--- config.mk ---
export PLATFORM = sky130hd
export DESIGN_NAME = ucode_sequencer_flat
export DESIGN_NICKNAME = d
export VERILOG_FILES = /design/src/rtl/ucode_sequencer_if.sv /design/src/rtl/ucode_sequencer.sv /design/src/flat_wrapper.sv
export SDC_FILE = /design/constraint.sdc
export NUM_CORES = 1
export LEC_CHECK = 0
export ABC_CLOCK_PERIOD_IN_PS = 4300
export BUFFER_PORTS_ARGS = -buffer_cell sky130_fd_sc_hd__buf_2
export CORE_MARGIN = 5
export CORE_UTILIZATION = 55
export DETAILED_ROUTE_END_ITERATION = 8
export PLACE_DENSITY_LB_ADDON = 0.25
export RECOVER_POWER = 100
export SYNTH_ARGS = -nofsm -noshare
export SYNTH_HDL_FRONTEND = slang
export SYNTH_SLANG_ARGS = --single-unit
--- constraint.sdc ---
create_clock -name clk -period 4.3 [get_ports clk]
set_clock_uncertainty 0.05 [all_clocks]
set_input_delay 0 -clock clk [delete_from_list [all_inputs] [get_ports clk]]
set_output_delay 0 -clock clk [all_outputs]
set_load 0.02 [all_outputs]
--- src/rtl/ucode_sequencer_if.sv ---
// ROM fetch, port banks and status of the microcode sequencer, bundled for one port connection.
// master is the sequencer side; slave is the ROM/datapath side.
interface ucode_sequencer_if #(
   parameter int unsigned ADDR_W = 12,
   parameter int unsigned DATA_W = 8,
   parameter int unsigned N_IN   = 4,
   parameter int unsigned N_OUT  = 4
);
   logic                    rom_en;
   logic [ADDR_W-1:0]       rom_addr;
   logic [31:0]             rom_data;
   logic [N_IN*DATA_W-1:0]  in_ports;
   logic [N_OUT*DATA_W-1:0] out_ports;
   logic                    busy;
   logic                    halted;
   logic                    err;

   modport master (
      output rom_en, rom_addr, out_ports, busy, halted, err,
      input  rom_data, in_ports
   );

   modport slave (
      input  rom_en, rom_addr, out_ports, busy, halted, err,
      output rom_data, in_ports
   );
endinterface

--- src/rtl/ucode_sequencer.sv ---
// ROM-driven microcode interpreter: fetches 32-bit microinstructions from a synchronous ROM
// and executes them against packed input/output port banks (3 cycles per instruction).
module ucode_sequencer #(
   parameter int unsigned ADDR_W     = 12,
   parameter int unsigned DATA_W     = 8,
   parameter int unsigned N_IN       = 4,
   parameter int unsigned N_OUT      = 4,
   parameter int unsigned START_ADDR = 0
) (
   input  logic              clk,
   input  logic              aresetn,
   input  logic              start,
   ucode_sequencer_if.master bus
);

   typedef enum logic [2:0] {StIdle, StFetch, StLoad, StExec, StHalted} state_e;

   localparam logic [3:0] OP_SETO = 4'd1;
   localparam logic [3:0] OP_COPY = 4'd2;
   localparam logic [3:0] OP_JMP  = 4'd3;
   localparam logic [3:0] OP_BEQ  = 4'd4;
   localparam logic [3:0] OP_BNE  = 4'd5;
   localparam logic [3:0] OP_WAIT = 4'd6;
   localparam logic [3:0] OP_HALT = 4'd7;

   state_e                  r_state, w_state_d;
   logic [ADDR_W-1:0]       r_pc, w_pc_d;
   logic [31:0]             r_ir, w_ir_d;
   logic [N_OUT*DATA_W-1:0] r_out, w_out_d;
   logic                    r_err, w_err_d;

   logic [3:0]        w_op, w_sel;
   logic [ADDR_W-1:0] w_addr, w_pc_inc;
   logic [DATA_W-1:0] w_imm, w_in_sel, w_in_cpy, w_wr_val;
   logic              w_illegal, w_wr_en, w_in_match;
   logic              w_unused_ir;

   assign w_op        = r_ir[31:28];
   assign w_sel       = r_ir[27:24];
   assign w_addr      = r_ir[12 +: ADDR_W];
   assign w_imm       = r_ir[DATA_W-1:0];
   assign w_pc_inc    = r_pc + ADDR_W'(1);
   assign w_unused_ir = ^r_ir;

   // Port lookups by constant-index loop so out-of-range selects never form a bad index.
   always_comb begin
      w_in_sel = '0;
      w_in_cpy = '0;
      for (int i = 0; i < int'(N_IN); i++) begin
         if (w_sel == 4'(i))     w_in_sel = bus.in_ports[i*DATA_W +: DATA_W];
         if (r_ir[3:0] == 4'(i)) w_in_cpy = bus.in_ports[i*DATA_W +: DATA_W];
      end
   end

   assign w_in_match = (w_in_sel == w_imm);

   always_comb begin
      w_illegal = 1'b0;
      unique case (w_op)
         OP_SETO:                 w_illegal = (32'(w_sel) >= N_OUT);
         OP_COPY:                 w_illegal = (32'(w_sel) >= N_OUT) || (32'(r_ir[3:0]) >= N_IN);
         OP_BEQ, OP_BNE, OP_WAIT: w_illegal = (32'(w_sel) >= N_IN);
         4'd0, OP_JMP, OP_HALT:   w_illegal = 1'b0;
         default:                 w_illegal = 1'b1;
      endcase
   end

   assign w_wr_en  = (r_state == StExec) && !w_illegal && ((w_op == OP_SETO) || (w_op == OP_COPY));
   assign w_wr_val = (w_op == OP_COPY) ? w_in_cpy : w_imm;

   always_comb begin
      w_out_d = r_out;
      for (int i = 0; i < int'(N_OUT); i++) begin
         if (w_wr_en && (w_sel == 4'(i))) w_out_d[i*DATA_W +: DATA_W] = w_wr_val;
      end
   end

   always_comb begin
      w_state_d = r_state;
      w_pc_d    = r_pc;
      w_ir_d    = r_ir;
      w_err_d   = r_err;
      case (r_state)
         StIdle: begin
            if (start) begin
               w_pc_d    = ADDR_W'(START_ADDR);
               w_state_d = StFetch;
            end
         end
         StFetch: w_state_d = StLoad;
         StLoad: begin
            w_ir_d    = bus.rom_data;
            w_state_d = StExec;
         end
         StExec: begin
            w_state_d = StFetch;
            w_pc_d    = w_pc_inc;
            if (w_illegal) begin
               w_err_d   = 1'b1;
               w_state_d = StHalted;
               w_pc_d    = r_pc;
            end else begin
               case (w_op)
                  OP_JMP: w_pc_d = w_addr;
                  OP_BEQ: w_pc_d = w_in_match ? w_addr : w_pc_inc;
                  OP_BNE: w_pc_d = w_in_match ? w_pc_inc : w_addr;
                  OP_WAIT: begin
                     // Stall in EXEC, re-sampling the input every cycle.
                     if (!w_in_match) begin
                        w_state_d = StExec;
                        w_pc_d    = r_pc;
                     end
                  end
                  OP_HALT: begin
                     w_state_d = StHalted;
                     w_pc_d    = r_pc;
                  end
                  default: ;
               endcase
            end
         end
         StHalted: begin
            if (start) begin
               w_err_d   = 1'b0;
               w_pc_d    = ADDR_W'(START_ADDR);
               w_state_d = StFetch;
            end
         end
         default: w_state_d = StIdle;
      endcase
   end

   always_ff @(posedge clk) begin
      if (!aresetn) begin
         r_state <= StIdle;
         r_pc    <= ADDR_W'(START_ADDR);
         r_ir    <= '0;
         r_out   <= '0;
         r_err   <= 1'b0;
      end else begin
         r_state <= w_state_d;
         r_pc    <= w_pc_d;
         r_ir    <= w_ir_d;
         r_out   <= w_out_d;
         r_err   <= w_err_d;
      end
   end

   assign bus.rom_en    = (r_state == StFetch);
   assign bus.rom_addr  = r_pc;
   assign bus.out_ports = r_out;
   assign bus.busy      = (r_state == StFetch) || (r_state == StLoad) || (r_state == StExec);
   assign bus.halted    = (r_state == StHalted);
   assign bus.err       = r_err;

endmodule

--- src/flat_wrapper.sv ---
// flat-port wrapper written by rule: the top's interface ports become plain ports
module ucode_sequencer_flat 
#(
   parameter int unsigned ADDR_W     = 12,
   parameter int unsigned DATA_W     = 8,
   parameter int unsigned N_IN       = 4,
   parameter int unsigned N_OUT      = 4,
   parameter int unsigned START_ADDR = 0
)
  (clk, aresetn, start, bus_rom_en, bus_rom_addr, bus_out_ports, bus_busy, bus_halted, bus_err, bus_rom_data, bus_in_ports);
  ucode_sequencer_if #(.ADDR_W(ADDR_W), .DATA_W(DATA_W), .N_IN(N_IN), .N_OUT(N_OUT)) bus_i ();
  input  logic clk;
  input  logic aresetn;
  input  logic start;
  output wire logic [$bits(bus_i.rom_en)-1:0] bus_rom_en;
  output wire logic [$bits(bus_i.rom_addr)-1:0] bus_rom_addr;
  output wire logic [$bits(bus_i.out_ports)-1:0] bus_out_ports;
  output wire logic [$bits(bus_i.busy)-1:0] bus_busy;
  output wire logic [$bits(bus_i.halted)-1:0] bus_halted;
  output wire logic [$bits(bus_i.err)-1:0] bus_err;
  input wire logic [$bits(bus_i.rom_data)-1:0] bus_rom_data;
  input wire logic [$bits(bus_i.in_ports)-1:0] bus_in_ports;
  assign bus_rom_en = bus_i.rom_en;
  assign bus_rom_addr = bus_i.rom_addr;
  assign bus_out_ports = bus_i.out_ports;
  assign bus_busy = bus_i.busy;
  assign bus_halted = bus_i.halted;
  assign bus_err = bus_i.err;
  assign bus_i.rom_data = bus_rom_data;
  assign bus_i.in_ports = bus_in_ports;
  ucode_sequencer #(.ADDR_W(ADDR_W), .DATA_W(DATA_W), .N_IN(N_IN), .N_OUT(N_OUT), .START_ADDR(START_ADDR)) u_core (.clk(clk), .aresetn(aresetn), .start(start), .bus(bus_i));
endmodule
* Word-level counts from Yosys, hierarchy flattened
Cells that the tools add are included.
** Word-level totals
- Register bits :: 80
- Bits in latches :: 0
- Memory bits (writable) :: 0
- ROM bits :: 0
- Bits of input ports :: 67
- Logic and storage cells :: 82
- Memories kept :: 0
** Operators by class
- Add/subtract/negate cells :: 1
- Multipliers :: 0
- Divide/modulo/power cells :: 0
- Magnitude comparators :: 2
- Equality and inequality tests :: 24
- Shift-type cells :: 0
- Multiplexer cells :: 25
- Bitwise gates (word level) :: 0
- Reductions and logical operators :: 22
** Operators by type and width (number)
- $mux W8 :: 9
- $mux W12 :: 5
- $pmux W12 S5 :: 1
- $eq A4 B2 Y1 const B :: 6
- $pmux W12 S2 :: 1
- $eq A4 B3 Y1 const B :: 4
- $add A12 B1 Y12 const B :: 1
- $eq A4 B1 Y1 const B :: 3
- $logic_not A4 Y1 :: 3
- $pmux W3 S4 :: 1
- $eq A8 B8 Y1 :: 1
- $ge A4 B3 Y1 const B :: 2
- $eq A3 B2 Y1 const B :: 2
- $logic_and A1 B1 Y1 :: 6
- $mux W3 :: 2
- $ne A2 B2 Y1 const B :: 3
- $pmux W3 S2 :: 1
- $reduce_and A5 Y1 :: 1
- $logic_or A1 B1 Y1 :: 4
- $ne A2 B1 Y1 const B :: 2
- $reduce_bool A2 Y1 :: 2
- $reduce_or A4 Y1 :: 1
- $eq A3 B1 Y1 const B :: 1
- $eq A3 B3 Y1 const B :: 1
- other kinds (10) :: 11

* Depth between registers and ports, before layout
- Depth in word-level cells :: 10
- Mapped depth :: 10
- Mapped depth without buffers :: 8

* Worst setup path after synthesis
No wires, ideal clock.
- Kind :: flip-flop to flip-flop
- Start :: register u_core.r_ir[25]
- End :: register u_core.r_pc[6] (netlist: u_core.bus.rom_addr[6])
- Library setup time :: 0.136 ns
- Data arrival time :: 2.512 ns
- Path slack :: 1.602 ns
- Stages on the path, launching flop included :: 10
- Path buffers :: 1
- Clock period less this slack :: 2.698 ns
- Path through :: dfxtp_1 > or3_1 > buf_4 > o22ai_1 > xor2_1 > or4_4 > nor2_4 > mux2_4 > o2111ai_1 > o311ai_2
** On the way
- Longest elaborated chain between the ends :: 10
** Ends and longest elaborated chain
- from (decl) :: line ucode_sequencer.sv:28 : logic [31:0] r_ir, w_ir_d;
- from (signal assigned) :: line ucode_sequencer.sv:143 : r_ir <= w_ir_d;
- $logic_not A4 Y1 :: line ucode_sequencer.sv:50 : if (w_sel == 4'(i)) w_in_sel = bus.in_ports[i*DATA_W +: DATA_W];
- $mux W8 (4 in series) :: line ucode_sequencer.sv:50
- $eq A8 B8 Y1 :: line ucode_sequencer.sv:55 : assign w_in_match = (w_in_sel == w_imm);
- $mux W12, on equally long branches :: line ucode_sequencer.sv:106, ucode_sequencer.sv:105
- $pmux W12 S5 :: line ucode_sequencer.sv:103 : case (w_op)
- $mux W12 :: line ucode_sequencer.sv:98 : if (w_illegal) begin
- $pmux W12 S2 :: line ucode_sequencer.sv:83 : case (r_state)
- to (signal assigned) :: line ucode_sequencer.sv:136 : r_pc <= ADDR_W'(START_ADDR);
- to (signal assigned) :: line ucode_sequencer.sv:142 : r_pc <= w_pc_d;
- to (decl) :: line ucode_sequencer.sv:27 : logic [ADDR_W-1:0] r_pc, w_pc_d;
Parallel ways exist; a longest one is shown, timed or not. The select of a mux whose other input is x is not followed.
A chain may end at the register's enable or synchronous reset.

* Worst setup path in the final report
- Start :: register u_core.r_ir[24]
- End :: register u_core.r_pc[3] (netlist: u_core.bus.rom_addr[3])
Same word-level chain as after synthesis.

==> flow_summary.toml <==
[flow_run]
maxCapViolations = 0

[synthesis]
synth_warnings = 0
synth_area_um2 = 4120
ys_async_sr_fraction_pct = 0
synth_seq_cells = 76
syn_area_per_cell_um2 = 8.638
synth_edf_count = 0
synth_cells = 477
yosysSeqAreaShare_pct = 36.93
synth_cell_types = 55
syn_nets = 545
ys.flop_type = "dfxtp_1"

[clocking]
tritoncts = "built"
root_buffer = "clkbuf_8"
cts_buffers = 9
post_cts_buffers = 0
clock-sinks = 76
clock_path_buffers = 2
clkTransAtPathRegs_ns = 0.09
h-tree-depth = 3
post_cts_resized = 0
clock_latency_ns = 0.36
ctsHoldBuffers = 30

[grt]
grt_max_degree = 65
grtUsageTotal_pct = 24.80
grt_pass1_vias = 3784
grt_overflow = 0
antenna_found_initial = 0
grt_pass1_wl_um = 18010

[sta]
rsz0062_at_grt = "false"
slew_viol_final = 0
fmax_ghz = 0.2802
period_minus_slack_ns = 3.569
setup_viol = 0
tns_ns = 0
min_period_over_period_pct = 83.00
relSlewSlack_pct = 27.55
finalHoldViolCount = 0
tightest_slew_ns = 1.087

[critical_path]
cp_max_fo = 18
crit_chain = "clkbuf_4 > mux2i_1 > o22ai_1 > xor2_1 > nor4_2 > a21oi_1 > o21ai_2 > and2_4 > o211ai_1"
crit_type = "reg2reg"
reg2reg_depth = 9
critical_path_required_ns = 4.47
slowest_stage = "dfxtp_1"
path_buf_inv = 1
cp.arrival_ns = 3.74
crit_family = "compound AO/OA/AOI/OAI gates"
crit_path_max_incr_delay_ns = 0.95
cp-start-kind = "flip-flop"
rr_endpoint = "u_core.bus.rom_addr[3]"
r2r_slack_ns = 0.73
r2r-start = "u_core.r_ir[24]"
crit_cells = 9
endpoint_kind = "flip-flop"

[layout]
diodes = 0
final_cell_mix = "nand2_1, dfxtp_1, buf_2"
drive_gt1_share_pct = 17.87
final_common_cell = "nand2_1"
area.growth.synth_to_final_pct = 23.11
utilization_pct = 69.56
layout.nets = 673

[route]
drt-pass1-iter-count = 7
wl_per_cell_um = 16.18
drt_iter0_drc = 251
via_per_inst = 5.659
ant_nets = 0
drc = 0
routed_wl_um = 11480
dr_total_vias = 4012

[floorplanning]
die_w_um = 96.55
num_rows = 31
coreArea_um2 = 7292
fp.dieH_um = 96.55
pin_count = 115
die_area_um2 = 9322
start_util_pct = 56.50

[place]
dp_hpwl_um = 7999
gp_congestion = 0.8401
io_buffers = 110

[hold_path]
holdCritStartpoint = "bus_in_ports[1]"
whs_path_depth = 6
min_to = "u_core.bus.out_ports[17]"
hold_path_class = "in2reg"

[power_and_ir_drop]
cellLeakagePower_nw = 2.008
peakVddDrop_v = 0.0002661
clock_power_share_pct = 32.0
power_frac_seq_pct = 48.1
switching_share_pct = 32.18
combPwrFrac_pct = 19.9
net-switching-power_mw = 0.5137
p_int_mw = 1.083
powerDensity_nw_per_um2 = 314.7

[status]
status = "complete, no violations"
[power groups by stage]
stage               Sequential [mW]  Combinational (mW)  Clock (mW)
global placement              0.781               0.292           0
finish                        0.768               0.317       0.511
global route                  0.772               0.348       0.543
floorplan                     0.764               0.228           0
detailed placement            0.783               0.298           0
CTS                           0.767               0.320       0.519
[through the flow]
step                      std cells  total power, mW  setup WS (ns)  instance area, µm²  hold slack [ns]
after floorplan                 477           0.9917          1.602                4120          0.08596
after global placement          663            1.073         0.9268                4697           0.1896
after detailed placement        663            1.081         0.8485                4697           0.1966
after CTS                       709            1.606         0.8219                5180           0.1673
after global routing            709            1.663         0.5336                5072           0.2327
final                           709            1.596         0.7312                5072           0.1973
[metal layers]
layer	vias up	wire, µm	share of wire [%]	global-route usage (%)
met3	17	681	5.9	4.493
met4	0	150	1.3	9.112
met5	-	0	0	0
met2	121	5558	48	40.06
li1	1970	-	-	-
met1	1904	5085	44	33.14
[cells by family (layout without fill, tap and decap cells)]
group	count (synthesis)	after routing	synth area share [%]
compound gates	95	95	17.07
flops	76	76	36.93
buf+inv	35	168	4.038
simple gates	199	199	22.44
fa+ha+maj	1	1	0.3036
mux	59	59	16.67
xor+xnor	12	12	2.551
[layout make-up]
class	instances	area, µm²
fill	638	2220
inverter	7	26.28
multi-input combinational	366	2392
tap	99	123.9
clock inverter	7	58.81
timing repair buffer	145	825.8
sequential	76	1521
clock buffer	9	123.9
[tightest hold or removal path, cell delays in order]
cell	delay, ns
buf_2	0.09
a22o_1	0.12
nand2_1	0.06
nand2_1	0.14
mux2i_1	0.09
nor2_1	0.07
[sequential cells by signal (all words and copies together) (netlist names)]
register              cells
u_core.bus.err            1
u_core.bus.out_ports     32
u_core.bus.rom_addr      12
u_core.r_ir              28
u_core.r_state            3
[synthesized netlist by cell type (2+ instances only)]
cell,number,area (µm²)
a22o_1,9,78.83
o211ai_2,8,100.1
o21ai_0,6,30.03
and2_1,6,37.54
a221o_1,3,30.03
nor2_4,2,22.52
buf_4,2,15.01
nor4_2,2,25.02
or4_4,2,22.52
inv_1,6,22.52
nor2b_1,5,31.28
o211ai_1,3,22.52
nand4_1,5,31.28
a21oi_1,36,180.2
mux4_2,7,157.7
clkbuf_1,18,67.56
o2111ai_1,8,70.07
buf_6,3,33.78
mux2_2,2,22.52
nand2_1,84,315.3
o22ai_1,8,50.05
and3_1,2,12.51
or3_1,2,12.51
nor2_1,54,202.7
nor4b_1,2,17.52
mux2i_1,48,480.5
nand3b_1,3,22.52
nand3_1,12,60.06
nor3_1,11,55.05
buf_2,4,20.02
xnor2_1,3,26.28
a21oi_2,2,17.52
xor2_1,9,78.83
nor3b_1,3,22.52
dfxtp_1,76,1521
a32oi_2,2,32.53
[worst max-delay path by stage]
stage                                   end             from
floorplan            u_core.bus.rom_addr[6]  u_core.r_ir[25]
global route         u_core.bus.rom_addr[3]  u_core.r_ir[24]
finish               u_core.bus.rom_addr[3]  u_core.r_ir[24]
global placement    u_core.bus.rom_addr[10]  u_core.r_ir[24]
detailed placement   u_core.bus.rom_addr[3]  u_core.r_ir[24]
CTS                  u_core.bus.rom_addr[3]  u_core.r_ir[24]
(Power assumes the default switching activity.)
